File: src/rtl/muldiv_pkg.sv
// Shared op/state encodings and op-class helpers for muldiv_unit.
// Build macro MULDIV_MADD_EN turns op codes 6-9 into multiply-accumulate ops.
package muldiv_pkg;

    localparam int unsigned MD_ITER = 32;

    typedef enum logic [3:0] {
        OP_MULT  = 4'd0,
        OP_MULTU = 4'd1,
        OP_DIV   = 4'd2,
        OP_DIVU  = 4'd3,
        OP_MTHI  = 4'd4,
        OP_MTLO  = 4'd5,
        OP_MADD  = 4'd6,
        OP_MADDU = 4'd7,
        OP_MSUB  = 4'd8,
        OP_MSUBU = 4'd9
    } md_op_t;

    typedef enum logic [1:0] {
        ST_IDLE = 2'd0,
        ST_CALC = 2'd1,
        ST_FIX  = 2'd2
    } md_state_t;

    // Ops that occupy the iterative datapath for the full CALC/FIX sequence.
    function automatic logic is_iter_op(input md_op_t op);
        case (op)
            OP_MULT, OP_MULTU, OP_DIV, OP_DIVU: return 1'b1;
`ifdef MULDIV_MADD_EN
            OP_MADD, OP_MADDU, OP_MSUB, OP_MSUBU: return 1'b1;
`endif
            default: return 1'b0;
        endcase
    endfunction

    function automatic logic is_mul_op(input md_op_t op);
        case (op)
            OP_MULT, OP_MULTU, OP_MADD, OP_MADDU, OP_MSUB, OP_MSUBU: return 1'b1;
            default: return 1'b0;
        endcase
    endfunction

    function automatic logic is_signed_op(input md_op_t op);
        case (op)
            OP_MULT, OP_DIV, OP_MADD, OP_MSUB: return 1'b1;
            default: return 1'b0;
        endcase
    endfunction

    function automatic logic is_acc_op(input md_op_t op);
        case (op)
            OP_MADD, OP_MADDU, OP_MSUB, OP_MSUBU: return 1'b1;
            default: return 1'b0;
        endcase
    endfunction

    function automatic logic is_sub_op(input md_op_t op);
        case (op)
            OP_MSUB, OP_MSUBU: return 1'b1;
            default: return 1'b0;
        endcase
    endfunction

endpackage

File: src/rtl/muldiv_signfix.sv
// Combinational conditional two's-complement negate; gives magnitudes at issue
// and applies result sign correction at FIX.
module muldiv_signfix #(
    parameter int unsigned W = 32
) (
    input  logic [W-1:0] val_i,
    input  logic         neg_i,
    output logic [W-1:0] res_c_o
);

    always_comb begin
        res_c_o = neg_i ? (~val_i + W'(1)) : val_i;
    end

endmodule

File: src/rtl/muldiv_unit.sv
// Sequential multiply/divide unit owning HI/LO: radix-2 shift-add / restoring divide.
// Build macro MULDIV_MADD_EN enables MADD/MADDU/MSUB/MSUBU accumulation into HI/LO.
module muldiv_unit
    import muldiv_pkg::*;
#(
    parameter int unsigned WIDTH = MD_ITER
) (
    input  logic             clk,
    input  logic             reset,
    input  logic             start,
    input  logic [3:0]       op,
    input  logic [WIDTH-1:0] a,
    input  logic [WIDTH-1:0] b,
    output logic             busy,
    output logic             done,
    output logic [WIDTH-1:0] hi,
    output logic [WIDTH-1:0] lo
);

    localparam int unsigned W2    = 2 * WIDTH;
    localparam int unsigned CNT_W = $clog2(WIDTH + 1);

    md_state_t        state_q, state_d;
    md_op_t           op_q, op_d;
    logic [CNT_W-1:0] cnt_q, cnt_d;
    logic [W2-1:0]    acc_q, acc_d;
    logic [WIDTH-1:0] m_q, m_d;
    logic [WIDTH-1:0] a_q, a_d;
    logic             neg_res_q, neg_res_d;
    logic             neg_rem_q, neg_rem_d;
    logic             dz_q, dz_d;
    logic [WIDTH-1:0] hi_q, hi_d;
    logic [WIDTH-1:0] lo_q, lo_d;
    logic             busy_q, busy_d;
    logic             done_q, done_d;

    md_op_t           op_in;
    logic             sgn_in;
    logic [WIDTH-1:0] a_mag_c, b_mag_c, quo_c, rem_c;
    logic [W2-1:0]    prod_c, mul_res;
    logic [WIDTH:0]   mul_sum, div_diff;

    assign op_in  = md_op_t'(op);
    assign sgn_in = is_signed_op(op_in);

    muldiv_signfix #(.W(WIDTH)) u_abs_a (
        .val_i (a), .neg_i (sgn_in & a[WIDTH-1]), .res_c_o (a_mag_c)
    );
    muldiv_signfix #(.W(WIDTH)) u_abs_b (
        .val_i (b), .neg_i (sgn_in & b[WIDTH-1]), .res_c_o (b_mag_c)
    );
    muldiv_signfix #(.W(W2)) u_fix_prod (
        .val_i (acc_q), .neg_i (neg_res_q), .res_c_o (prod_c)
    );
    muldiv_signfix #(.W(WIDTH)) u_fix_quo (
        .val_i (acc_q[WIDTH-1:0]), .neg_i (neg_res_q), .res_c_o (quo_c)
    );
    muldiv_signfix #(.W(WIDTH)) u_fix_rem (
        .val_i (acc_q[W2-1:WIDTH]), .neg_i (neg_rem_q), .res_c_o (rem_c)
    );

    always_ff @(posedge clk) begin
        if (reset) begin
            state_q   <= ST_IDLE;
            op_q      <= OP_MULT;
            cnt_q     <= '0;
            acc_q     <= '0;
            m_q       <= '0;
            a_q       <= '0;
            neg_res_q <= 1'b0;
            neg_rem_q <= 1'b0;
            dz_q      <= 1'b0;
            hi_q      <= '0;
            lo_q      <= '0;
            busy_q    <= 1'b0;
            done_q    <= 1'b0;
        end else begin
            state_q   <= state_d;
            op_q      <= op_d;
            cnt_q     <= cnt_d;
            acc_q     <= acc_d;
            m_q       <= m_d;
            a_q       <= a_d;
            neg_res_q <= neg_res_d;
            neg_rem_q <= neg_rem_d;
            dz_q      <= dz_d;
            hi_q      <= hi_d;
            lo_q      <= lo_d;
            busy_q    <= busy_d;
            done_q    <= done_d;
        end
    end

    always_comb begin
        state_d   = state_q;
        op_d      = op_q;
        cnt_d     = cnt_q;
        acc_d     = acc_q;
        m_d       = m_q;
        a_d       = a_q;
        neg_res_d = neg_res_q;
        neg_rem_d = neg_rem_q;
        dz_d      = dz_q;
        hi_d      = hi_q;
        lo_d      = lo_q;
        done_d    = 1'b0;
        mul_sum   = {1'b0, acc_q[W2-1:WIDTH]} + {1'b0, m_q};
        div_diff  = acc_q[W2-1:WIDTH-1] - {1'b0, m_q};
`ifdef MULDIV_MADD_EN
        if (is_sub_op(op_q)) begin
            mul_res = {hi_q, lo_q} - prod_c;
        end else if (is_acc_op(op_q)) begin
            mul_res = {hi_q, lo_q} + prod_c;
        end else begin
            mul_res = prod_c;
        end
`else
        mul_res = prod_c;
`endif

        case (state_q)
            ST_IDLE: begin
                if (start) begin
                    if (op_in == OP_MTHI) begin
                        hi_d = a;
                    end else if (op_in == OP_MTLO) begin
                        lo_d = a;
                    end else if (is_iter_op(op_in)) begin
                        state_d   = ST_CALC;
                        op_d      = op_in;
                        cnt_d     = '0;
                        a_d       = a;
                        neg_res_d = sgn_in & (a[WIDTH-1] ^ b[WIDTH-1]);
                        neg_rem_d = sgn_in & a[WIDTH-1];
                        dz_d      = !is_mul_op(op_in) && (b == '0);
                        // Multiplier (or dividend) rides in the low half of the working register.
                        if (is_mul_op(op_in)) begin
                            acc_d = {WIDTH'(0), b_mag_c};
                            m_d   = a_mag_c;
                        end else begin
                            acc_d = {WIDTH'(0), a_mag_c};
                            m_d   = b_mag_c;
                        end
                    end
                end
            end
            ST_CALC: begin
                cnt_d = cnt_q + CNT_W'(1);
                if (cnt_q == CNT_W'(WIDTH - 1)) begin
                    state_d = ST_FIX;
                end
                if (is_mul_op(op_q)) begin
                    acc_d = acc_q[0] ? {mul_sum, acc_q[WIDTH-1:1]} : {1'b0, acc_q[W2-1:1]};
                end else if (!div_diff[WIDTH]) begin
                    acc_d = {div_diff[WIDTH-1:0], acc_q[WIDTH-2:0], 1'b1};
                end else begin
                    acc_d = {acc_q[W2-2:0], 1'b0};
                end
            end
            ST_FIX: begin
                state_d = ST_IDLE;
                done_d  = 1'b1;
                if (is_mul_op(op_q)) begin
                    {hi_d, lo_d} = mul_res;
                end else if (dz_q) begin
                    lo_d = '1;
                    hi_d = a_q;
                end else begin
                    lo_d = quo_c;
                    hi_d = rem_c;
                end
            end
            default: begin
                state_d = ST_IDLE;
            end
        endcase

        busy_d = (state_d != ST_IDLE);
    end

    assign busy = busy_q;
    assign done = done_q;
    assign hi   = hi_q;
    assign lo   = lo_q;

endmodule
File: config.mk
export PLATFORM = sky130hd
export DESIGN_NAME = muldiv_unit
export DESIGN_NICKNAME = d
export VERILOG_FILES = /design/src/rtl/muldiv_pkg.sv /design/src/rtl/muldiv_signfix.sv /design/src/rtl/muldiv_unit.sv
export SDC_FILE = /design/constraint.sdc
export NUM_CORES = 1
export LEC_CHECK = 0
export CAP_MARGIN = 30
export CORE_MARGIN = 3
export CORE_UTILIZATION = 50
export CTS_BUF_LIST = sky130_fd_sc_hd__clkbuf_2 sky130_fd_sc_hd__clkbuf_4 sky130_fd_sc_hd__clkbuf_8
export CTS_CLUSTER_SIZE = 12
export DETAILED_ROUTE_END_ITERATION = 8
export PLACE_DENSITY = 0.79
export SLEW_MARGIN = 20
export SYNTH_ARGS = -nofsm -noshare
export SYNTH_HDL_FRONTEND = slang
export SYNTH_SLANG_ARGS = --single-unit
export TNS_END_PERCENT = 30
File: constraint.sdc
create_clock -name clk -period 3.2 [get_ports clk]
set_input_delay 0.64 -clock clk [delete_from_list [all_inputs] [get_ports clk]]
set_output_delay 0.64 -clock clk [all_outputs]
set_load 0.02 [all_outputs]
Yosys cells after proc, flatten, opt, wreduce, memory -nomap -nowiden. Cells that the tools add are included.

Bits in latches: 0. RAM bits: 0. Memories kept: 0. Memory bits (read-only): 0. Word-level logic and storage cells: 125. Output and inout bits: 66. Register bits: 209.

$add $sub $neg: 8. Divide/modulo/power cells: 0. Equality and inequality tests: 23. Reduce and logical (&&, ||, !) cells: 17. $mul: 0. Mux-type cells: 53. Magnitude comparators: 0. Shift-type cells: 0. Bitwise logic cells: 11.

Operators with widths (count): 64-bit 2-to-1 mux (8); 32-bit 2-to-1 mux (15); 32-bit by 1-bit adder with 32-bit output (second input constant) (4); 32-bit inverter (4); 32-bit one-hot mux with 2 select lines (2); 64-bit one-hot mux with 2 select lines (1); 64-bit by 1-bit adder with 64-bit output (second input constant) (1); 64-bit inverter (1); 32-bit by 32-bit adder with 33-bit output (1); 33-bit by 32-bit subtractor with 33-bit output (1); 32-bit logical NOT (1); 4-bit by 3-bit equality test with 1-bit output (second input constant) (6); 6-bit 2-to-1 mux (4); 4-bit equality test (second input constant) (4); 1-bit 2-to-1 mux (16); 2-bit != test (second input constant) (6); 6-bit one-hot mux with 2 select lines (1); 6-bit OR reduction (2); 2-bit 2-to-1 mux (5); 5-bit AND reduction (2); 4-bit by 1-bit equality test with 1-bit output (second input constant) (2); 4-bit by 2-bit equality test with 1-bit output (second input constant) (2); 4-bit logical NOT (2); 4-bit OR reduction (2); other kinds (14) (19).

Logic depth before layout (Yosys ltp). Gate-level depths: netlist of run 1.

Depth after elaboration: 18. Gate-level depth with buffers: 14. Gate-level depth less buffers: 12.

By module. From an unflattened synthesis of run 1, not the netlist that was laid out.

Cells, all modules: 2481. Area total of the unflattened synthesis: 18680.4 µm².

Modules (own cells, without submodules): muldiv_unit (cells each 1879, area an instance 13923.4 µm², seq. area each 4164.0 µm², times used 1); muldiv_signfix at u_abs_a ... (cells each 99, area an instance 777.0 µm², seq. area each 0.0 µm², times used 4); muldiv_signfix at u_fix_prod (cells each 206, area an instance 1649.1 µm², seq. area each 0.0 µm², times used 1).

Worst setup path before layout of run 1. Ideal clock, no wire load.

Kind: reg-to-reg. From: reg acc_q[31]. To: reg acc_q[60]. Data arrival time: 2906 ps. Buffers on the path: 0. Setup time: 117 ps. Period minus slack after synthesis: 3024 ps. Setup slack: 176 ps. Cell stages (with the launch flop): 13. Path through: dfxtp_1 inv_1 ha_1 fa_1 nand2b_1 a21o_1 a211o_1 a211oi_1 a21oi_1 o21ai_1 xor2_1 a211o_1 a32o_1.

Word-level cells in the longest chain between the ends: 4.

Ends and longest elaborated chain: start: declaration (RTL line muldiv_unit.sv:26) `logic [W2-1:0] acc_q, acc_d;`; start signal: assignment (RTL line muldiv_unit.sv:67) `acc_q <= '0;`; start signal: assignment (RTL line muldiv_unit.sv:81) `acc_q <= acc_d;`; 33-bit by 32-bit subtractor with 33-bit output (RTL line muldiv_unit.sv:108) `div_diff = acc_q[W2-1:WIDTH-1] - {1'b0, m_q};`; 64-bit 2-to-1 mux (RTL line muldiv_unit.sv:154) `end else if (!div_diff[WIDTH]) begin`; 64-bit 2-to-1 mux (RTL line muldiv_unit.sv:152) `if (is_mul_op(op_q)) begin`; 64-bit one-hot mux with 2 select lines (RTL line muldiv_unit.sv:121) `case (state_q)`.

Every way passes these cells. A chain may end at the register's enable or synchronous reset.

Worst setup path in the final report of run 1.
From: reg m_q[18]. To: reg acc_q[53].

Word-level cells in the longest chain between the ends: 4. Elaborated cells between the ends (all ways): 6. Classes of those cells: add/sub: 2; mux: 4.

Ends and longest elaborated chain: start: declaration (RTL line muldiv_unit.sv:27) `logic [WIDTH-1:0] m_q, m_d;`; start signal: assignment (RTL line muldiv_unit.sv:82) `m_q <= m_d;`; 33-bit by 32-bit subtractor with 33-bit output / 32-bit by 32-bit adder with 33-bit output (equally long branches) (RTL line muldiv_unit.sv:108, muldiv_unit.sv:107); 64-bit 2-to-1 mux, on equally long branches (RTL line muldiv_unit.sv:154, muldiv_unit.sv:153); 64-bit 2-to-1 mux (*) (RTL line muldiv_unit.sv:152); 64-bit one-hot mux with 2 select lines (*) (RTL line muldiv_unit.sv:121).

Every way passes the cells marked *; elsewhere a longest branch is shown, timed or not.

==> metrics.md, run 1 <==
| Metric | Value |
|---|---|
| Status | `finished, final reports clean` |
| Post-synthesis sequential area ratio | `23.88%` |
| Crit path DAT | `3580 ps` |
| Nets | `between 2000 and 3000` |
| CTS tree | `done` |
| Clock transition at path regs | `60 ps` |
| HPWL Detailed | `between 50 and 60 mm` |
| Worst Hold Class | `reg2reg` |
| Ys Warns | `0` |
| Util after Layout | `64.96%` |
| Pleak | `8.784 nW` |
| CP Class | `reg2reg` |
| Num CTS Buffers | `39` |
| Cell count after synthesis | `2448` |
| R2r setup slk | `90 ps` |
| Synth Cell Area | `17440 um2` |
| Buf/Inv on CP | `3` |
| GRT Total Usage | `37.97%` |
| Worst path depth | `12` |
| Fillers | `2948` |
| CTS H-Tree Depth | `2` |
| Adder-cell share of the synthesized area | `5.181%` |
| Root Buffer Master | `clkbuf_8` |
| Share of cells above drive strength 1 | `17.48%` |
| Die Y | `192.7 um` |
| Die Footprint | `between 30000 and 40000 um2` |
| Worst slew pin tran | `923.5 ps` |
| Max-capacitance violation count | `0` |
| Slew margin rel. | `roughly two fifths` |
| Number of remaining DRC errors | `0` |
| Cell variety after synth | `82` |
| Syn nets | `2590` |
| Post-synth EDFFs | `0` |
| R2R cell count | `12` |
| Post-synthesis compound-gate area fraction | `28.21%` |
| Hold buffers post-CTS | `0` |
| First-pass GRT wire length | `109.4 mm` |
| Rows | `67` |
| Port Buf Inserts | `roughly 140` |
| Crit path cell chain | `inv_1 -> ha_1 -> nand4_1 -> or3_1 -> nor3_2 -> o211a_1 -> or4_4 -> nand3_4 -> buf_12 -> clkbuf_16 -> a211o_1 -> a32o_1` |
| Pre-Repair DR Iteration Count | `6` |
| Max Slew Vio Count | `0` |
| Skew-Pair Late Insertion Delay | `around 580 ps` |
| Post-synth ARST share | `0%` |
| Top cell type's share of synthesized area | `between 20% and 30%` |
| Via Count | `slightly above 20000` |
| Area Overhead vs Synth | `26.49%` |
| Clock Tree Buf Depth | `3` |
| Final worst path period need | `3113 ps` |
| Setup TNS Final | `0 ps` |
| Yosys top cell by area | `dfxtp_1` |
| Synth area leaders | `dfxtp_1 24%, a21oi_1 9.1%, nand2_1 7.7%, xor2_1 5.8%, ha_1 5.0%` |
| Num ports | `about 140` |
| Placer Congestion | `1.078` |
| DP Area | `between 20000 and 25000 um2` |
| Synth Area in XOR/XNOR | `under 10%` |
| Fin crit share | `97.27%` |
| Number of routed nets with antenna violations | `0` |
| Area share of and/or/nand/nor cells after synthesis | `22.09%` |
| RSZ-0062 raised after global routing | `true` |
| Endpoints failing setup | `0` |
| Initial Util | `51.36%` |
| CP endpoint kind | `flip-flop` |
| Flops & latches, synth | `approximately 210` |
| Max incr delay on CP | `420 ps` |
| Number of global-route vias before repair | `around 19000` |
| Final non-filler cell area | `22050 um2` |
| Top cell family by delay on the critical path | `simple AND/OR/NAND/NOR gates` |
| Clock Sinks | `208` |
| F_max | `0.3213 GHz` |
| Pwr Density | `435.5 nW/um2` |
| Avg Inst Size Synth | `about 7.1 um2` |
| DRT iter0 DRCs | `around 2600` |
| Largest net degree at the start of global routing | `74` |
| Multiplexer area fraction after synthesis | `4.463%` |
| Clock Skew | `31.12 ps` |
| Peak VDD IR | `0.4189 mV` |
| Largest family of logic cells by synthesized area | `compound AO/OA/AOI/OAI gates` |
| Final wirelength | `around 73 mm` |
| CORE AREA | `33950 um2` |
| Initial antenna violation count | `0` |
| Req. time, crit path | `3670 ps` |
| GRT overflow | `0` |
| Fin. Hold Viols | `0` |
| Slowest cell on crit path | `or3_1` |
| Die X | `approximately 190 um` |
| CP max FO | `12` |
| Drt wl/cell | `22.82 um` |
| Main synth FF type | `dfxtp_1` |
| Vias per cell | `6.363` |
| # diodes | `0` |
| WHS Path Cells | `2` |
| CP Launch Type | `flip-flop` |
[worst register-to-register path: stages, from the launching register on]
cell and delay (ps):
dfxtp_1 390, inv_1 70, ha_1 350, nand4_1 200, or3_1 420, nor3_2 220, o211a_1 210, or4_4 140
nand3_4 150, buf_12 190, clkbuf_16 160, a211o_1 260, a32o_1 240
[layout make-up]
class | count | area, um2 | share of cell area [%]
multi-input combinational | 1961 | 12420 | 56.30
sequential | 208 | 4174 | 18.93
timing repair buffer | 453 | 3902 | 17.69
clock buffer | 58 | 729.5 | 3.307
tap | 448 | 560.5 | 2.542
inverter | 69 | 259.0 | 1.174
clock inverter | 2 | 12.51 | 0.05673
[power by group]
part           leakage (nW)  switching, mW  internal, mW  total [mW]
registers              1.69          0.164          2.76        2.92
logic                  6.70           2.39          1.66        4.04
clock network         0.393           1.20          1.43        2.64
total                  8.78           3.75          5.85        9.60
[per-stage QoR]
step	total power, mW	instances	setup WS [ps]	hold WS (ps)
floorplan	5.160	2448	176.5	431.1
global placement	6.613	3135	-200.8	441.0
detailed placement	6.680	3135	-214.8	447.2
CTS	9.302	3195	3.755	455.8
global route	9.961	3199	-22.73	465.0
finish	9.604	3199	87.37	457.0
[sequential cells by signal (all words and copies together), names as in the netlist]
name	count
cnt_q	6
busy	1
a_q	32
op_q	3
state_q	2
m_q	32
hi	32
neg_rem_q	1
dz_q	1
lo	32
neg_res_q	1
acc_q	64
done	1
[cell families after synthesis]
logic type	Yosys count
AO/OA/AOI/OAI	786
XOR/XNOR	194
adder cells (fa/ha/maj)	71
buffers and inverters	279
flip-flops	208
multiplexers	77
AND/OR/NAND/NOR	833
[worst paths after layout]
path / from / end
max: m_q[18] / acc_q[53]
min: a_q[23] / a_q[23]
max reg2reg: m_q[18] / acc_q[53]
min reg2reg: a_q[23] / a_q[23]
[cells in the final DEF, fill, tap and decap left out, drive strengths merged, types with 10 or more instances in the layout]
master and instances:
inv 69, a32o 13, nor2 195, xnor2 78
nand2 357, a211oi 42, and3 12, nor4 19
a311oi 14, a21oi 319, buf 316, a221oi 10
o41ai 18, nand3 54, mux2i 71, o22ai 20
a22o 13, nor3 67, o211ai 32, ha 69
or3 18, nor2b 15, o31ai 38, xor2 116
nand2b 26, clkdlybuf4s50 135, dfxtp 208, o21ai 150
a31oi 21, o21a 12, or4 15, clkbuf 60
nand4 23, a21o 21
[routing by layer]
metal  up-vias  part of all wire [%]  global-route usage, %
met1      9509                    39                  48.48
met5         -                     0                      0
met3       292                    11                  9.609
li1       9309                     -                      -
met4         0                   6.9                  21.80
met2      1244                    43                  58.04
[cells in the mapped netlist, drive strengths merged, types with 67 or more instances]
cell type	number
dfxtp	208
xnor2	78
clkbuf	175
inv	69
mux2i	71
nor2	195
a21oi	319
o21ai	150
xor2	116
ha	69
nor3	67
nand2	357
[repair_timing]
| item | in CTS | in global routing |
|---|---|---|
| pin swaps | 2 | 19 |
| setup buffers | 0 | 2 |
| gates resized for setup | 3 | 51 |
| hold endpoints to repair | 0 | 0 |
| cloned | 0 | 2 |
| setup endpoints to repair | 4 | 29 |
Power figures use the tool's default switching activity.
==> inputs of run 2 (changes only) <==
- CORE_UTILIZATION: 50 -> 35
- GPL_ROUTABILITY_DRIVEN: not set -> 0
- PLACE_DENSITY: 0.79 -> 0.6
==> run 2 against run 1 <==
  * Combinational power up 2%
  * Sequential power is essentially flat
  * Largest cell class unchanged
  * Largest power group unchanged
  * Die area is 41% higher
  * Register-to-register slack worse by 70 ps
  * Clock skew increased by 6.6 ps
  * First-iteration DRC count is 16% lower
  * Hold slack barely moved
  * Critical path type unchanged
  * Routed wire length grew 4.3%
  * Core utilization decreased by 19 points
  * Flip-flop and latch count unchanged
  * Critical endpoint is now acc_q[60]
==> metrics.md, run 2 (synthesized netlist as in run 1, its figures left out) <==
| Metric | Value |
|---|---|
| Max Slew Vio Count | `0 (unchanged)` |
| CP Launch Type | `flip-flop (unchanged)` |
| Via Count | `20164 (was 20354)` |
| F_max | `0.3146 GHz (was 0.3213 GHz)` |
| Root Buffer Master | `clkbuf_8 (unchanged)` |
| Number of routed nets with antenna violations | `0 (unchanged)` |
| Die Footprint | `52530 um2 (was 37150 um2)` |
| Top reg by flops | `acc_q (unchanged)` |
| Place WS | `-285.6 ps (was -214.8 ps)` |
| Drt wl/cell | `22.01 um (was 22.82 um)` |
| Number of global-route vias before repair | `19309 (was 19171)` |
| CORE AREA | `49050 um2 (was 33950 um2)` |
| RSZ-0062 raised after global routing | `true (unchanged)` |
| Clock Sinks | `208 (unchanged)` |
| HPWL Detailed | `58.29 mm (was 55.25 mm)` |
| Share of cells above drive strength 1 | `18.77% (was 17.48%)` |
| Finished Layout Cells | `3461 (was 3199)` |
| Initial Util | `35.55% (was 51.36%)` |
| Final worst path period need | `3179 ps (was 3113 ps)` |
| Num ports | `137 (unchanged)` |
| Util after Layout | `46.40% (was 64.96%)` |
| Final wirelength | `76.17 mm (was 73.00 mm)` |
| Endpoints failing setup | `0 (unchanged)` |
| Die Y | `229.2 um (was 192.7 um)` |
| Largest net degree at the start of global routing | `79 (was 74)` |
| GRT overflow | `0 (unchanged)` |
| Pre-Repair DR Iteration Count | `5 (was 6)` |
| Clock Skew | `37.68 ps (was 31.12 ps)` |
| Most frequent cells in the layout | `357 x nand2_1, 335 x buf_4, 312 x a21oi_1, 197 x dfxtp_1, 189 x nor2_1 (was 357 x nand2_1, 312 x a21oi_1, 305 x buf_4, 200 x dfxtp_1, 189 x nor2_1)` |
| Pleak | `9.017 nW (was 8.784 nW)` |
| Num CTS Buffers | `41 (was 39)` |
| # diodes | `0 (unchanged)` |
| Crit path cell chain | `inv_1 -> ha_1 -> a21oi_2 -> o21ai_1 -> a221o_1 -> and2_1 -> or4_4 -> nand3_4 -> buf_8 -> nor2b_1 -> a211o_1 -> a32o_1 (was inv_1 -> ha_1 -> nand4_1 -> or3_1 -> nor3_2 -> o211a_1 -> or4_4 -> nand3_4 -> buf_12 -> clkbuf_16 -> a211o_1 -> a32o_1)` |
| DRT iter0 DRCs | `2154 (was 2570)` |
| Max-capacitance violation count | `0 (unchanged)` |
| Slowest cell on crit path | `or4_4 (was or3_1)` |
| Fin. Hold Viols | `0 (unchanged)` |
| CP endpoint kind | `flip-flop (unchanged)` |
| Clock Tree Buf Depth | `3 (unchanged)` |
| CTS H-Tree Depth | `2 (unchanged)` |
| CP max FO | `7 (was 12)` |
| Rows | `81 (was 67)` |
| Initial antenna violation count | `1 (was 0)` |
| Worst slew pin tran | `928.8 ps (was 923.5 ps)` |
| Die X | `229.2 um (was 192.7 um)` |
| Vias per cell | `5.826 (was 6.363)` |
| Slew margin rel. | `38.08% (was 38.43%)` |
| Worst setup margin | `20.98 ps (was 87.37 ps)` |
| Max incr delay on CP | `530 ps (was 420 ps)` |
| First-pass GRT wire length | `115.0 mm (was 109.4 mm)` |
| Req. time, crit path | `3700 ps (was 3670 ps)` |
| Crit path DAT | `3680 ps (was 3580 ps)` |
| Pwr Density | `445.1 nW/um2 (was 435.5 nW/um2)` |
| Clock transition at path regs | `60 ps (about the same)` |
| Worst Hold Class | `reg2reg (unchanged)` |
| Skew-Pair Late Insertion Delay | `640 ps (was 580 ps)` |
| Fin crit share | `99.34% (was 97.27%)` |
| Setup TNS Final | `0 ps (unchanged)` |
| Placed cells | `3377 (was 3135)` |
| Nets | `2906 (was 2874)` |
| Peak VDD IR | `0.3369 mV (was 0.4189 mV)` |
| Area Overhead vs Synth | `30.54% (was 26.49%)` |
| CTS tree | `done (unchanged)` |
| Number of remaining DRC errors | `0 (unchanged)` |
| Port Buf Inserts | `136 (unchanged)` |
| GRT Total Usage | `27.81% (was 37.97%)` |
| CP Class | `reg2reg (unchanged)` |
| Final hold slack | `456.9 ps (was 457.0 ps)` |
| Most common cell after layout, fill and taps aside | `nand2_1 (unchanged)` |
| Max reg flops | `64 (unchanged)` |
| Status | `finished, final reports clean (unchanged)` |
run 2: cell count changes in the layout (fill, tap and decap cells not counted), moves of 3 or more:
cell      delta
o21ai_2      -3
clkinv_2     +5
ha_4         +4
buf_4       +30
dfxtp_2      +3
o21ai_1      +4
dfxtp_1      -3
clkbuf_8     +7
run 2: worst paths after layout:
check	start	endpoint	slack [ps]	cells after the start
max	m_q[15]	acc_q[60]	20	12
min	a_q[0]	a_q[0]	460	2
max reg2reg	m_q[15]	acc_q[60]	20	12
min reg2reg	a_q[0]	a_q[0]	460	2
run 2: area by class of cell:
type | instances | area, um2
inverter | 69 | 259.0
clock buffer | 65 | 825.8
multi-input combinational | 1961 | 12430
tap | 664 | 830.8
clock inverter | 11 | 93.84
fill | 4936 | 26290
sequential | 208 | 4178
timing repair buffer | 483 | 4146
run 2: report_power, final:
part | internal (mW) | switching (mW) | leakage (nW)
sequential | 2.76 | 0.143 | 1.70
clock | 1.73 | 1.36 | 0.483
combinational | 1.72 | 2.41 | 6.84
run 2: critical path: cells and delay by family (launching register included):
kind / cells / cell delay, ps
DFF: 1 / 380
and+or+nand+nor: 4 / 970
buffers and inverters: 2 / 230
AOI/OAI and AO/OA: 5 / 1190
adders and majority gates: 1 / 320
run 2: what timing repair did:
action,CTS,global route
setup endpoints to repair,11,28
gates resized for setup,9,46
hold buffers,0,0
cloned,1,2
pin swaps,2,14
buffers inserted,1,4
run 2: through the flow:
step	total power, mW	instance area [um2]
5_1_grt	10.60	22760
2_1_floorplan	5.160	17440
4_1_cts	9.903	22470
3_5_place_dp	6.737	21460
6_report	10.13	22760
3_3_place_gp	6.692	21460
run 2: routing by layer:
layer | routed length [um] | track usage, %
met1 | 31260 | 36.48
met2 | 33280 | 43.34
met3 | 7533 | 6.194
met4 | 4080 | 13.22
met5 | 13 | 0
